## config.mk

```make
export PLATFORM = sky130hd
export DESIGN_NAME = pipe_stall_ctrl
export DESIGN_NICKNAME = d
export VERILOG_FILES = /design/src/rtl/pipe_stall_ctrl_pkg.sv /design/src/rtl/pipe_stall_ctrl_sat_counter.sv /design/src/rtl/pipe_stall_ctrl.sv
export SDC_FILE = /design/constraint.sdc
export NUM_CORES = 1
export LEC_CHECK = 0
export CAP_MARGIN = 10
export CORE_MARGIN = 2
export CORE_UTILIZATION = 27
export DETAILED_ROUTE_END_ITERATION = 12
export DONT_BUFFER_PORTS = 1
export PLACE_DENSITY = 0.41
export SYNTH_ARGS = -nofsm -noshare
export SYNTH_HDL_FRONTEND = slang
export SYNTH_SLANG_ARGS = --single-unit
```

## constraint.sdc

```tcl
create_clock -name clk -period 1.75 [get_ports clk]
set_input_delay 0.35 -clock clk [delete_from_list [all_inputs] [get_ports clk]]
set_output_delay 0.35 -clock clk [all_outputs]
set_load 0.01 [all_outputs]
```

## src/rtl/pipe_stall_ctrl_pkg.sv

```systemverilog
// Shared constants for the pipeline stall/flush controller.
// Stage indices and stop-bit encodings used across the core.
package pipe_stall_ctrl_pkg;
  localparam logic STOP    = 1'b1;
  localparam logic NO_STOP = 1'b0;

  localparam int STG_PC  = 0;
  localparam int STG_IF  = 1;
  localparam int STG_ID  = 2;
  localparam int STG_EX  = 3;
  localparam int STG_MEM = 4;
  localparam int STG_WB  = 5;

  localparam int CNT_W_DEF = 6;
endpackage

```

## src/rtl/pipe_stall_ctrl_sat_counter.sv

```systemverilog
// Saturating up-counter with enable and async active-low clear.
// Holds at all-ones once reached.
module sat_counter #(
  parameter int WIDTH = 32
) (
  input  logic             clk,
  input  logic             rst_n,
  input  logic             en,
  output logic [WIDTH-1:0] count
);
  always_ff @(posedge clk or negedge rst_n) begin
    if (!rst_n) begin
      count <= '0;
    end else if (en && (count != '1)) begin
      count <= count + WIDTH'(1);
    end
  end
endmodule

```

## src/rtl/pipe_stall_ctrl.sv

```systemverilog
// Per-stage stop/flush decision with a multi-cycle hold countdown.
// Decisions are combinational; only the countdown and statistic are state.
module pipe_stall_ctrl
  import pipe_stall_ctrl_pkg::*;
#(
  parameter int STAGES     = 6,
  parameter int HOLD_STAGE = STG_EX,
  parameter int CNT_W      = CNT_W_DEF,
  parameter int ADDR_W     = 32,
  parameter int STAT_W     = 32
) (
  input  logic              clk,
  input  logic              rst_n,
  input  logic [STAGES-1:0] stall_req,
  input  logic              hold_start,
  input  logic [CNT_W-1:0]  hold_len,
  input  logic              flush_req,
  input  logic [ADDR_W-1:0] flush_pc,
  output logic [STAGES-1:0] stop,
  output logic [STAGES-1:0] flush,
  output logic              redirect,
  output logic [ADDR_W-1:0] redirect_pc,
  output logic              hold_busy,
  output logic [STAT_W-1:0] stall_cycles
);
  logic [CNT_W-1:0] hold_cnt;
  logic             start_ok;
  logic             hold_act;
  logic             lvl_ok;
  int               lvl;

  assign start_ok = hold_start && (hold_len != '0)
                    && !hold_busy;
  assign hold_act = start_ok || hold_busy;

  always_comb begin
    lvl_ok = 1'b0;
    lvl    = 0;
    for (int i = 1; i < STAGES; i++) begin
      if (stall_req[i]) begin
        lvl_ok = 1'b1;
        lvl    = i;
      end
    end
    if (hold_act && (!lvl_ok || HOLD_STAGE > lvl)) begin
      lvl_ok = 1'b1;
      lvl    = HOLD_STAGE;
    end
  end

  always_comb begin
    stop = '0;
    for (int k = 0; k < STAGES; k++) begin
      if (!flush_req && lvl_ok && k <= lvl)
        stop[k] = STOP;
      else
        stop[k] = NO_STOP;
    end
  end

  always_comb begin
    flush       = '0;
    redirect    = 1'b0;
    redirect_pc = '0;
    if (flush_req) begin
      flush       = {{(STAGES-1){1'b1}}, 1'b0};
      redirect    = 1'b1;
      redirect_pc = flush_pc;
    end
  end

  // Counter holds the number of cycles left after the current one.
  always_ff @(posedge clk or negedge rst_n) begin
    if (!rst_n) begin
      hold_cnt  <= '0;
      hold_busy <= 1'b0;
    end else if (flush_req) begin
      hold_cnt  <= '0;
      hold_busy <= 1'b0;
    end else if (start_ok) begin
      hold_cnt  <= hold_len - CNT_W'(1);
      hold_busy <= (hold_len > CNT_W'(1));
    end else if (hold_busy) begin
      hold_cnt  <= hold_cnt - CNT_W'(1);
      hold_busy <= (hold_cnt > CNT_W'(1));
    end
  end

  sat_counter #(
    .WIDTH(STAT_W)
  ) u_stat (
    .clk  (clk),
    .rst_n(rst_n),
    .en   (|stop),
    .count(stall_cycles)
  );
endmodule
```

# [After elaboration in Yosys (flattened, before gate mapping)]
# Cells that the tools add are included.
[word_totals] regBits=39 latchBits=0 mem_bits_rw=0 mem_bits_ro=0 inputBits=48 n_memories=0
[op_classes] addsub=3 n_mul=0 n_div=0 order_cmp=9 n_eq_ne=1 n_shift=0 muxes=27 bitwise_logic=0 n_reduce_logical=19
[op_table] operator="$mux W32" n=6
[op_table] operator="$le A3 B32 Y1 const A" n=2
[op_table] operator="$le A4 B32 Y1 const A" n=2
[op_table] operator="$add A32 B1 Y32 const B" n=1
[op_table] operator="$gt A3 B32 Y1 const A" n=1
[op_table] operator="$le A1 B32 Y1 const A" n=1
[op_table] operator="$le A2 B32 Y1 const A" n=1
[op_table] operator="$ne A32 B32 Y1 const B" n=1
[op_table] operator="$mux W6" n=4
[op_table] operator="$mux W1" n=17
[op_table] operator="$gt A6 B1 Y1 const B" n=2
[op_table] operator="$sub A6 B1 Y6 const B" n=2
[op_table] operator="$logic_and A1 B1 Y1" n=11
[op_table] operator="$reduce_bool A6 Y1" n=1
[op_table] operator="$reduce_or A6 Y1" n=1
[op_table] operator="$logic_not A1 Y1" n=3
[op_table] operator="$reduce_bool A3 Y1" n=1
[op_table] operator="$logic_or A1 B1 Y1" n=2

# [Logic depth before layout (Yosys ltp)]
# Gate-level depths: netlist of the first run.
[depth] word_depth=14 depth_mapped=8

# [Hierarchy]
# A second synthesis of the first run with hierarchy kept.
[unflattened] hier_cells=273 area_unflattened_um2=2547.4
[by_module_without_submodules] module="sat_counter" instances=1 cells_per_inst=151 area_per_inst_um2=1624.1 seq_area_each_um2=800.8
[by_module_without_submodules] module="pipe_stall_ctrl" instances=1 cells_per_inst=122 area_per_inst_um2=923.4 seq_area_each_um2=175.2

# [Least setup slack after synthesis of the first run]
# Ideal clock, no wire load.
[synth_timing] path_kind="flip-flop to flip-flop" startpoint="register u_stat.count[0]" endpoint="register u_stat.count[1]" setup_ps=125 arrival_time_ps=1827 t_required_ps=1625 path_slack_ps=-201 path_stages_with_launch=7 path_buffers=0 period_less_slack_ps=1951 cell_sequence="dfrtp_1 -> ha_1 -> nand2_1 -> nor4_4 -> nand3_2 -> nand2_1 -> mux2_2"
[synth_between] elab_chain_cells=2
[synth_rtl] item="start, declared" line="pipe_stall_ctrl_sat_counter.sv:9" rtl="output logic [WIDTH-1:0] count"
[synth_rtl] item="start signal, assigned" line="pipe_stall_ctrl_sat_counter.sv:15" rtl="count <= count + WIDTH'(1);"
[synth_rtl] item="parallel branches: the longest is 2 deep, another holds $add A32 B1 Y32"
# Several ways; the timed one is not identified.
# A chain may end at the register's enable or synchronous reset.

# [Final worst setup path of the first run]
[layout_timing] startpoint="register hold_busy" endpoint="output stop[0]"
[layout_between] elab_chain_cells=8
[layout_rtl] item="start, declared" line="pipe_stall_ctrl.sv:23" rtl="output logic hold_busy,"
[layout_rtl] item="start signal, assigned" line="pipe_stall_ctrl.sv:82" rtl="hold_busy <= (hold_len > CNT_W'(1));"
[layout_rtl] item="start signal, assigned" line="pipe_stall_ctrl.sv:85" rtl="hold_busy <= (hold_cnt > CNT_W'(1));"
[layout_rtl] item="$logic_not A1 Y1" line="pipe_stall_ctrl.sv:33" rtl="&& !hold_busy;"
[layout_rtl] item="$logic_and A1 B1 Y1" line="pipe_stall_ctrl.sv:33"
[layout_rtl] item="$logic_or A1 B1 Y1 *" line="pipe_stall_ctrl.sv:34" rtl="assign hold_act = start_ok || hold_busy;"
[layout_rtl] item="$logic_and A1 B1 Y1 *" line="pipe_stall_ctrl.sv:45" rtl="if (hold_act && (!lvl_ok || HOLD_STAGE > lvl)) begin"
[layout_rtl] item="$mux W32 or $mux W1 (tied branches)" line="pipe_stall_ctrl.sv:45"
[layout_rtl] item="$le A1 B32 Y1 or $logic_and A1 B1 Y1 (tied branches)" line="pipe_stall_ctrl.sv:54" rtl="if (!flush_req && lvl_ok && k <= lvl)"
[layout_rtl] item="$logic_and A1 B1 Y1 *" line="pipe_stall_ctrl.sv:54"
[layout_rtl] item="$mux W1 *" line="pipe_stall_ctrl.sv:54"
[layout_rtl] item="end, declared" line="pipe_stall_ctrl.sv:19" rtl="output logic [STAGES-1:0] stop,"
# Mark *: on every way between the ends. The rest lies on a longest branch, timed or not.

==> results of run 1 <==
-- cell families (layout without fill, tap and decap cells) --
kind of cell    after synthesis  after routing  synth area share (%)
fa+ha+maj                     6              6                  2.94
buf+inv                      26             86                  5.82
xor+xnor                     35             35                  12.0
other cells                   1              1                 0.147
mux                           3              3                  1.22
compound gates               30             30                  8.22
flops                        39             39                  38.2
simple gates                137            137                  31.5
-- worst max-delay path by stage --
stage	end	depth (start not counted)
final	stop[0]	4
after global routing	stop[0]	4
after CTS	stop[0]	4
after detailed placement	u_stat.count[30]	7
after global placement	u_stat.count[30]	7
after floorplan	u_stat.count[1]	6
-- through the flow --
stage	instances	utilization [%]	setup TNS (ns)
floorplan	277	-	-0.00179
CTS	447	35.6	-0.273
global route	448	37.0	-0.961
finish	448	37.0	-0.176
global placement	433	33.6	-0.782
detailed placement	433	33.6	-1.09
-- layout make-up --
type / count / area share [%]
clock buffers: 8 / 2.94
multi-input cells: 212 / 46.6
repair buffers: 71 / 16.8
well taps: 111 / 4.08
inverters: 7 / 0.772
flip-flops and latches: 39 / 28.8
-- worst max-delay path, delay by kind of cell, from the launching register on --
family	cells	cell delay, ns
AOI/OAI and AO/OA	1	0.14
and+or+nand+nor	2	0.51
buffers and inverters	1	0.14
DFF	1	0.41
-- cells in the mapped netlist, drive strengths merged, types with 2 or more instances --
library cell / number
mux2i: 2
nor3b: 2
a31oi: 4
nor4: 4
nor2: 21
nand4b: 2
and4: 3
nand2: 9
inv: 7
xnor2: 32
a21oi: 12
clkbuf: 5
nand4: 16
ha: 6
o21ai: 3
dfrtp: 39
buf: 14
nand3: 25
xor2: 3
nor3: 5
and3: 12
and2: 33
a21boi: 2
-- power groups by stage --
stage          Combinational (mW)  Clock, mW  Sequential (mW)
3_3_place_gp                0.642          0             1.11
6_report                    0.715      0.686             1.10
2_1_floorplan               0.380          0             1.16
3_5_place_dp                0.644          0             1.11
4_1_cts                     0.676      0.710             1.09
5_1_grt                     0.813      0.764             1.12
-- what timing repair did --
item                                    in CTS  in global routing
endpoints found under the setup margin      14                 32
hold buffers                                 2                  0
hold endpoints to repair                    39                  0
cloned                                       1                  1
buffers inserted                             4                  1
gates resized for setup                      7                 21
pin swaps                                    7                 11
-- flip-flops by register name (all words and copies together) (netlist names) --
name          count
u_stat.count     32
hold_busy         1
hold_cnt          6
-- routing by layer --
layer | GRT usage [%] | vias to the layer above | share of wire (%)
li1 | - | 1085 | -
met1 | 18.0 | 1073 | 43
met2 | 24.4 | 96 | 49
met3 | 3.24 | 11 | 6.1
met4 | 5.41 | 0 | 2.6
met5 | 0 | - | 0
-- cells in the final DEF, fill, tap and decap left out, types with 8 or more instances in the layout --
cell and count:
buf_4 61, dfrtp_1 35, and2_1 33, xnor2_1 31, nor2_1 20, nand3_1 16
nand4_1 16, and3_1 12, a21oi_1 11, nand3_2 8
==> run_results.csv, run 1 <==
group,metric,value,unit
status,status,"finished, violations left",
status,violations,"negative setup slack",
detailed_routing,viasPerCell,5.06,
critical_path,cpPeakStageDelay,0.41,ns
final_layout,area_delta_synth_final,33.1,%
placed_design,dpl_cell_area,3090,um^2
pwr,total_power,2.50,mW
clocking,cts_root_buffer,"clkbuf_8",
pwr,leakage,1.48,nW
detailed_routing,drtIter0Drc,48,
yosys,synth_area,2560,um^2
yosys,syn_nets,331,
placed_design,gp_congestion,0.759,
final_layout,nets,390,
critical_path,r2r_start,"u_stat.count[14]",
clocking,clock_sinks,39,
sta,min_period_over_period,106,%
sta,max_freq,0.540,GHz
yosys,synth_edf_count,0,
yosys,synthCells,277,
hold_path,hold_depth,1,
yosys,synth-seq-cells,39,
floorplanning,ios,126,
detailed_routing,drt-total-wl,7310,um
yosys,yosysTopAreaCell,"dfrtp_1",
critical_path,crit_path_start_kind,"register",
grt,first_global_vias,2198,
final_layout,multi_input_area,1590,um^2
pwr,seq_power_share,44.0,%
sta,relSlewSlack,60.5,%
critical_path,reg2reg_depth,6,
critical_path,worst_setup_path_end_kind,"output pin",
yosys,seq_area_frac_synth,38.2,%
pwr,power_density,735,nW/um^2
yosys,synthArstFlopShare,100,%
critical_path,critPathRequiredTime,1.40,ns
clocking,cts_buffers,5,
floorplanning,core-area,9200,um^2
final_layout,seqCellArea,981,um^2
grt,grt_pass1_wl,11400,um
grt,overflow,0,
grt,antenna_found_initial,0,
pwr,switching_share,31.3,%
critical_path,r2r-end,"u_stat.count[24]",
run,drv_cap,0,
yosys,netlist.area_leader.share,38.2,%
sta,skew,0.00569,ns
clocking,clkSlewWorstSetupHoldPaths,0.08,ns
floorplanning,die-area,10300,um^2
placed_design,io_buffer_count,0,
sta,setup_slack,-0.103,ns
critical_path,crit_chain,"nor4_4, nor3b_4, a21oi_4, buf_6",
final_layout,fillers,904,
floorplanning,die_y,101,um
sta,finalSetupViolations,2,
sta,hold_violations,0,
critical_path,arrival,1.50,ns
pwr,power_frac_comb,28.6,%
floorplanning,die_w,101,um
clocking,clk_path_buf_depth,2,
yosys,synth.avg_cell_area,9.23,um^2
final_layout,antennaDiodeCount,0,
grt,grt_usage,14.5,%
final_layout,finalInstanceArea,3400,um^2
grt,grt_max_degree,53,
critical_path,cp_max_fo,6,
sta,worst-slew-pin-transition,0.591,ns
placed_design,dpl_worst_slack,-0.118,ns
critical_path,reg2reg_slack,0.05,ns
hold_path,hold_path.class,"input pin to register",
detailed_routing,vias,2265,
pwr,p_clk_share,27.4,%
yosys,synth-main-ff-cell,"dfrtp_1",
sta,rsz0062_at_grt,"true",
hold_path,holdPathEnd,"hold_cnt[1]",
clocking,cts_tree,"done",
critical_path,path_class,"register to output pin",
pwr,vdd_drop_max,0.532,mV
sta,hold_slack,0.115,ns
critical_path,cpMaxStageDelayCell,"dfrtp_1",
critical_path,crit_start,"hold_busy",
clocking,clk_latency,0.30,ns
hold_path,worstHoldStart,"flush_req",
sta,final_max_slew_viol_count,0,
detailed_routing,wl_per_cell,16.3,um
pwr,p_switching,783,uW
yosys,synth.distinct_cells,46,
floorplanning,initial_core_util,27.8,%
placed_design,dp_hpwl,5560,um
floorplanning,rows,35,
pwr,power.internal,1.72,mW
detailed_routing,firstDrtPassIters,4,
yosys,yosys_warnings,0,
yosys,synth.area.top_cells,"dfrtp_1, xnor2_1, and2_1",
detailed_routing,ant_nets,0,
sta,layout_min_cycle_time,1.85,ns
detailed_routing,route.detailed.drc,0,
final_layout,layout-drive-gt1-share,32.3,%
clocking,h-tree-depth,2,
Note: power is estimated with default switching activity, not from simulation.
==> run 2, diff against run 1 <==
- RECOVER_POWER: not set -> 25
==> run 2 against run 1 <==
Net effect:
- critical path depth did not move
- die area did not move
- combinational power fell by 0.7%
- worst setup slack barely moved
- the flow still finishes with violations (negative setup slack)
- largest power group unchanged
- clock power barely moved
==> run_results.csv, run 2 (synthesized netlist as in run 1, its figures left out) <==
group,metric,value,unit
grt,overflow,0,
pwr,vdd_drop_max,0.532,mV
final_layout,final_common_cell,"buf_4",
floorplanning,core-area,9200,um^2
final_layout,layout-drive-gt1-share,32.3,%
detailed_routing,ant_nets,0,
grt,grt_usage,14.5,%
final_layout,fillers,906,
critical_path,r2r-end,"u_stat.count[24]",
detailed_routing,drtIter0Drc,48,
status,violations,"negative setup slack",
grt,first_global_vias,2198,
sta,max_freq,0.540,GHz
pwr,total_power,2.50,mW
critical_path,arrival,1.50,ns
sta,layout_min_cycle_time,1.85,ns
critical_path,critPathRequiredTime,1.40,ns
final_layout,largest_reg_flops,32,
floorplanning,die-area,10300,um^2
final_layout,layout_common_cells,"buf_4, dfrtp_1, and2_1",
critical_path,crit_path_start_kind,"register",
floorplanning,die_w,101,um
critical_path,reg2reg_depth,6,
grt,grt_max_degree,53,
floorplanning,ios,126,
detailed_routing,firstDrtPassIters,4,
clocking,cts_buffers,5,
detailed_routing,route.detailed.drc,0,
detailed_routing,vias,2268,
sta,hold_violations,0,
critical_path,cp_max_fo,6,
detailed_routing,wl_per_cell,16.3,um
floorplanning,initial_core_util,27.8,%
critical_path,worst_setup_path_end_kind,"output pin",
hold_path,hold_path.class,"input pin to register",
grt,grt_pass1_wl,11400,um
run,drv_cap,0,
clocking,clk_path_buf_depth,2,
hold_path,holdPathEnd,"hold_cnt[1]",
critical_path,reg2reg_slack,0.05,ns
clocking,cts_tree,"done",
critical_path,path_class,"register to output pin",
placed_design,dpl_cell_area,3090,um^2
sta,final_max_slew_viol_count,0,
clocking,clock_sinks,39,
placed_design,io_buffer_count,0,
clocking,cts_root_buffer,"clkbuf_8",
final_layout,largestRegisters,"u_stat.count: 32 flops, hold_cnt: 6 flops, hold_busy: 1 flops",
clocking,clk_latency,0.30,ns
sta,setup_slack,-0.103,ns
final_layout,nets,390,
pwr,power_density,737,nW/um^2
sta,skew,0.00567,ns
final_layout,largest_register,"u_stat.count",
floorplanning,rows,35,
sta,rsz0062_at_grt,"true",
critical_path,r2r_start,"u_stat.count[14]",
floorplanning,die_y,101,um
sta,tns,-0.176,ns
detailed_routing,drt-total-wl,7300,um
sta,finalSetupViolations,2,
grt,antenna_found_initial,0,
detailed_routing,viasPerCell,5.06,
clocking,h-tree-depth,2,
sta,relSlewSlack,30.4,%
final_layout,antennaDiodeCount,0,
hold_path,hold_depth,1,
pwr,leakage,1.47,nW
hold_path,worstHoldStart,"flush_req",
final_layout,finalInstanceArea,3390,um^2
placed_design,dp_hpwl,5560,um
placed_design,gp_congestion,0.759,
final_layout,area_delta_synth_final,32.6,%
clocking,clkSlewWorstSetupHoldPaths,0.08,ns
placed_design,dpl_worst_slack,-0.118,ns
sta,worst-slew-pin-transition,1.04,ns
sta,min_period_over_period,106,%
status,status,"finished, violations left",
==> run 2: worst max path at each step <==
stage	cells after the start	from	slack [ns]	end
final	4	hold_busy	-0.10	stop[0]
after global routing	4	hold_busy	-0.20	stop[0]
after CTS	4	hold_busy	-0.15	stop[0]
after detailed placement	7	hold_len[3]	-0.12	u_stat.count[30]
after global placement	7	hold_len[3]	-0.1	u_stat.count[30]
after floorplan	6	u_stat.count[1]	-0.002	u_stat.count[1]
==> run 2: layout make-up <==
type / count / area [um^2] / area share [%]
Clock buffer: 8 / 100 / 2.95
Inverter: 7 / 26.3 / 0.775
Multi-Input combinational cell: 212 / 1590 / 46.8
Sequential cell: 39 / 981 / 29.0
Tap cell: 111 / 139 / 4.10
Timing Repair Buffer: 71 / 557 / 16.4
==> run 2: routing by layer <==
layer / global-route usage, % / vias up / part of all wire, %
met5: 0 / - / 0
met4: 5.41 / 0 / 2.6
li1: - / 1086 / -
met2: 24.4 / 96 / 49
met1: 18.0 / 1075 / 43
met3: 3.24 / 11 / 6.1
==> run 2: timing repair <==
action,4_1_cts,5_1_grt
pin swaps,7,11
hold buffers,2,0
buffers inserted,4,1
endpoints found under the hold margin,39,0
resized for setup,7,21
gates cloned,1,1
endpoints found under the setup margin,14,32
==> run 2: critical path: stages (launching register included) <==
cell	delay (ns)
dfrtp_1	0.41
nor4_4	0.19
nor3b_4	0.32
a21oi_4	0.14
buf_6	0.14
==> run 2: stage by stage <==
step           utilization, %  std cells  hold slack [ns]
2_1_floorplan               -        277           0.0544
3_3_place_gp             33.6        433           0.0554
3_5_place_dp             33.6        433           0.0557
4_1_cts                  35.6        447            0.102
5_1_grt                  36.8        448           0.0974
6_report                 36.8        448            0.115
==> run 2: power breakdown <==
group / leakage, nW / internal (mW) / switching [mW]
combinational: 0.900 / 0.352 / 0.358
sequential: 0.521 / 1.00 / 0.0987
clock: 0.0515 / 0.360 / 0.326
total: 1.47 / 1.71 / 0.783
